===== config.mk =====
export PLATFORM = sky130hd
export DESIGN_NAME = alarm_clock_fsm
export DESIGN_NICKNAME = d
export VERILOG_FILES = /design/src/rtl/alarm_clock_fsm.sv
export SDC_FILE = /design/constraint.sdc
export NUM_CORES = 1
export LEC_CHECK = 0
export BUFFER_PORTS_ARGS = -buffer_cell sky130_fd_sc_hd__buf_2
export CORE_AREA = 2 2 43 45
export DETAILED_ROUTE_END_ITERATION = 10
export DIE_AREA = 0 0 45 47
export HOLD_SLACK_MARGIN = 0.03
export PLACE_DENSITY = 0.6
export SYNTH_ARGS = -nofsm -noshare
export SYNTH_HDL_FRONTEND = slang
export SYNTH_SLANG_ARGS = --single-unit

===== constraint.sdc =====
create_clock -name clock -period 2 [get_ports clock]
set_input_delay 0.2 -clock clock [delete_from_list [all_inputs] [get_ports clock]]
set_output_delay 0.2 -clock clock [all_outputs]
set_load 0.03 [all_outputs]

===== src/rtl/alarm_clock_fsm.sv =====
// alarm_clock_fsm: keypad/button sequencer driving key buffer, alarm, time counter and display selects
module alarm_clock_fsm #(
  parameter int unsigned TIMEOUT = 10,
  parameter logic [3:0] NOKEY = 4'hA
) (
  input  logic       clock,
  input  logic       reset,
  input  logic       one_second,
  input  logic [3:0] key,
  input  logic       alarm_button,
  input  logic       time_button,
  output logic       show_a,
  output logic       show_new_time,
  output logic       shift,
  output logic       load_new_a,
  output logic       load_new_c
);
  typedef enum logic [2:0] {
    SHOW_TIME        = 3'd0,
    KEY_STORED       = 3'd1,
    KEY_WAITED       = 3'd2,
    KEY_ENTRY        = 3'd3,
    SET_ALARM_TIME   = 3'd4,
    SET_CURRENT_TIME = 3'd5,
    SHOW_ALARM       = 3'd6
  } state_t;
  state_t state, state_nxt;
  logic [3:0] cnt;
  logic timeout, key_on, entering;
  assign timeout  = cnt == 4'(TIMEOUT);
  assign key_on   = key != NOKEY;
  assign entering = state == KEY_WAITED || state == KEY_ENTRY;
  always_ff @(posedge clock) begin
    if (reset) begin
      state <= SHOW_TIME;
      cnt   <= '0;
    end else begin
      state <= state_nxt;
      cnt   <= state == KEY_STORED ? 4'd0 : (entering && one_second && !timeout) ? cnt + 4'd1 : cnt;
    end
  end
  // SET_* states and any unused encoding fall through to SHOW_TIME
  always_comb begin
    state_nxt = SHOW_TIME;
    case (state)
      SHOW_TIME:  state_nxt = alarm_button ? SHOW_ALARM : key_on ? KEY_STORED : SHOW_TIME;
      KEY_STORED: state_nxt = KEY_WAITED;
      KEY_WAITED: state_nxt = timeout ? SHOW_TIME : !key_on ? KEY_ENTRY : KEY_WAITED;
      KEY_ENTRY:  state_nxt = alarm_button ? SET_ALARM_TIME : time_button ? SET_CURRENT_TIME :
                              key_on ? KEY_STORED : timeout ? SHOW_TIME : KEY_ENTRY;
      SHOW_ALARM: state_nxt = alarm_button ? SHOW_ALARM : SHOW_TIME;
      default:    state_nxt = SHOW_TIME;
    endcase
  end
  assign show_a        = state == SHOW_ALARM;
  assign show_new_time = entering;
  assign shift         = state == KEY_STORED;
  assign load_new_a    = state == SET_ALARM_TIME;
  assign load_new_c    = state == SET_CURRENT_TIME;
endmodule

==> flow_summary.toml <==
[power_and_ir_drop]
peakVddDrop_mv = 0.369
share_seq_of_total_power = 0.406
leakage_nw = 0.228
combPwrFrac = 0.313
powerDensity_mw_per_mm2 = 835
switching_power_mw = 0.165
p_int_mw = 0.295
clkPwrFrac = 0.282
p_sw_frac = 0.359

[die]
die_w_um = 45
core_area_mm2 = 0.00165
pin_count = 14
start_util = 0.281
die_y_um = 47
dieArea_mm2 = 0.00212
rows = 15

[final_layout]
mostFrequentLayoutCells = "buf_2 (13), dfxtp_1 (7), nor2_1 (6)"
nNetsFinal = 79
area.growth.synth_to_final_pct = 18.9
fin_util = 0.334
stdcell_area_um2 = 552
antennaDiodeCount = 0
stdcell_count = 84
layout_commonest_cell = "buf_2"
fillCellCount = 189
drive_gt1_frac = 0.343

[synthesis]
yosysWarnings = 0
synth_area_um2 = 464
synth.distinct_cells = 31
ys_seq_area_frac = 0.302
synth_compound_area_frac = 0.148
syn_area_per_cell_um2 = 8.60
synth_mux_area_frac = 0
synth_xor_xnor_area_share = 0.0755
synth_top_family_by_area = "simple AND/OR/NAND/NOR gates"
synthCells = 54
yosys.area_share.simple = 0.348
synthAdderAreaFrac = 0.0539
synth.ff_latch_count = 7
synthesis.nets = 65

[global_routing]
antenna_found_initial = 0
grt_pass1_vias = 369
grt_start_max_net_pins = 10
grt_overflow = 0
grt_pass1_wl_mm = 1.56
grt.total_usage = 0.108

[routing]
viasPerCell = 4.87
avgRoutedWirePerCell_um = 10.8
vias = 409
wl_met3_um = 59
totalWireLength_um = 903
antenna_left = 0
remaining_drc_errors = 0
wl_met1_um = 432
dr.first_iter.drc_count = 6
route.met2.wl_um = 395
dr.pass1.iters = 4
top_layer_used = "met4"

[place]
place_inst = 80
numPortBuffers = 13
dpl_cell_area_um2 = 524
place.gp.congestion = 0.841
hpwl_um = 723

[sta]
tightest_slew_ns = 0.315
slew_viol_final = 0
slew_headroom = 0.790
hold_viol_final = 0
rsz0062_at_grt = "no"
setup_viol = 0
fin_crit_sh = 0.735
skew_ns = 0.00454
fmax_mhz = 681
fin_crit_ns = 1.47
fin_hold_ws_ns = 0.158
fin_tns_setup_ns = 0

[clock_tree]
h-tree-depth = 1
insertion_delay_ns = 0.26
cts_hold_buf = 0
cts.path.max_buffers = 2
cts_tree = "done"
clock_sinks = 7
clkSlewWorstSetupHoldPaths_ns = 0.06
post_cts_resized = 0
cts_setup_buffers = 0
cts-buffers-inserted = 3
clock-root-buffer = "clkbuf_4"

[worst_setup_path]
arrival_ns = 1.27
cp-end-kind = "output pin"
critical_path.startpoint_type = "register"
path_max_fanout = 8
required_ns = 1.80
critical_path_class = "register to output pin"

[min_path]
hold_class = "input port to register"

[job]
max-cap-violations = 0

[outcome]
status = "completed"
[kinds of logic after synthesis]
group	count (synthesis)
xor gates and xnor gates	4
AOI/OAI and AO/OA	9
buffers and inverters	6
DFF	7
adders and majority gates	2
and+or+nand+nor	26
[critical path, stage by stage (launching register included)]
cell,delay (ns)
dfxtp_1,0.47
inv_2,0.10
nor3_1,0.21
buf_2,0.23
[Yosys cell counts]
cell	n	share of area
a211oi_2	1	0.027
a21oi_1	1	0.011
a32oi_1	1	0.019
a41o_1	1	0.022
and2_1	1	0.013
and3_1	1	0.013
and3_4	1	0.024
buf_2	3	0.032
buf_6	1	0.024
dfxtp_1	7	0.30
ha_1	2	0.054
inv_1	1	0.0081
inv_2	1	0.0081
nand2_1	1	0.0081
nand3_1	3	0.032
nand3b_1	2	0.032
nand4_1	2	0.027
nand4bb_1	1	0.024
nor2_1	6	0.049
nor2_2	1	0.013
nor2b_1	1	0.013
nor2b_4	1	0.030
nor3_1	2	0.022
nor3b_1	2	0.032
o21a_1	1	0.016
o21ai_0	1	0.011
o21ai_1	1	0.011
o31ai_1	2	0.032
or2_2	1	0.013
xnor2_1	2	0.038
xor2_1	2	0.038
[layer usage]
layer / track usage / up-vias
met5: 0 / -
met2: 0.151 / 10
met1: 0.128 / 180
met3: 0.0692 / 2
li1: - / 217
met4: 0.0529 / 0
[final cells by class]
| class | instances | area (um2) | area share |
|---|---|---|---|
| repair buffers | 13 | 65.1 | 0.118 |
| inverters | 2 | 7.51 | 0.0136 |
| multi-input cells | 41 | 290 | 0.526 |
| flip-flops and latches | 7 | 140 | 0.254 |
| clock inverters | 1 | 5.00 | 0.00907 |
| well taps | 17 | 21.3 | 0.0385 |
| clock buffers | 3 | 22.5 | 0.0408 |
[power groups by stage]
stage          Combinational [mW]  Sequential [mW]  Clock, mW
2_1_floorplan               0.146            0.166          0
3_3_place_gp                0.144            0.190          0
3_5_place_dp                0.145            0.190          0
4_1_cts                     0.146            0.187      0.138
5_1_grt                     0.157            0.192      0.149
6_report                    0.144            0.187      0.130
[state kept, by name, indices dropped and copies added (netlist names)]
name,cells
cnt,4
state,3
[metrics by stage]
stage | total power, mW | worst slack (ns)
finish | 0.461 | 0.531
global route | 0.498 | 0.424
CTS | 0.471 | 0.512
detailed placement | 0.335 | 0.691
global placement | 0.334 | 0.754
floorplan | 0.312 | 0.324
[final timing paths]
kind | startpoint | end | slack [ns] | depth (start not counted)
setup / recovery | state[0] | shift | 0.53 | 3
hold / removal | reset | state[2] | 0.16 | 2
hold reg to reg | cnt[3] | cnt[3] | 0.52 | 2
setup reg to reg | cnt[0] | cnt[1] | 0.68 | 6
Note: power is estimated with default switching activity, not from simulation.
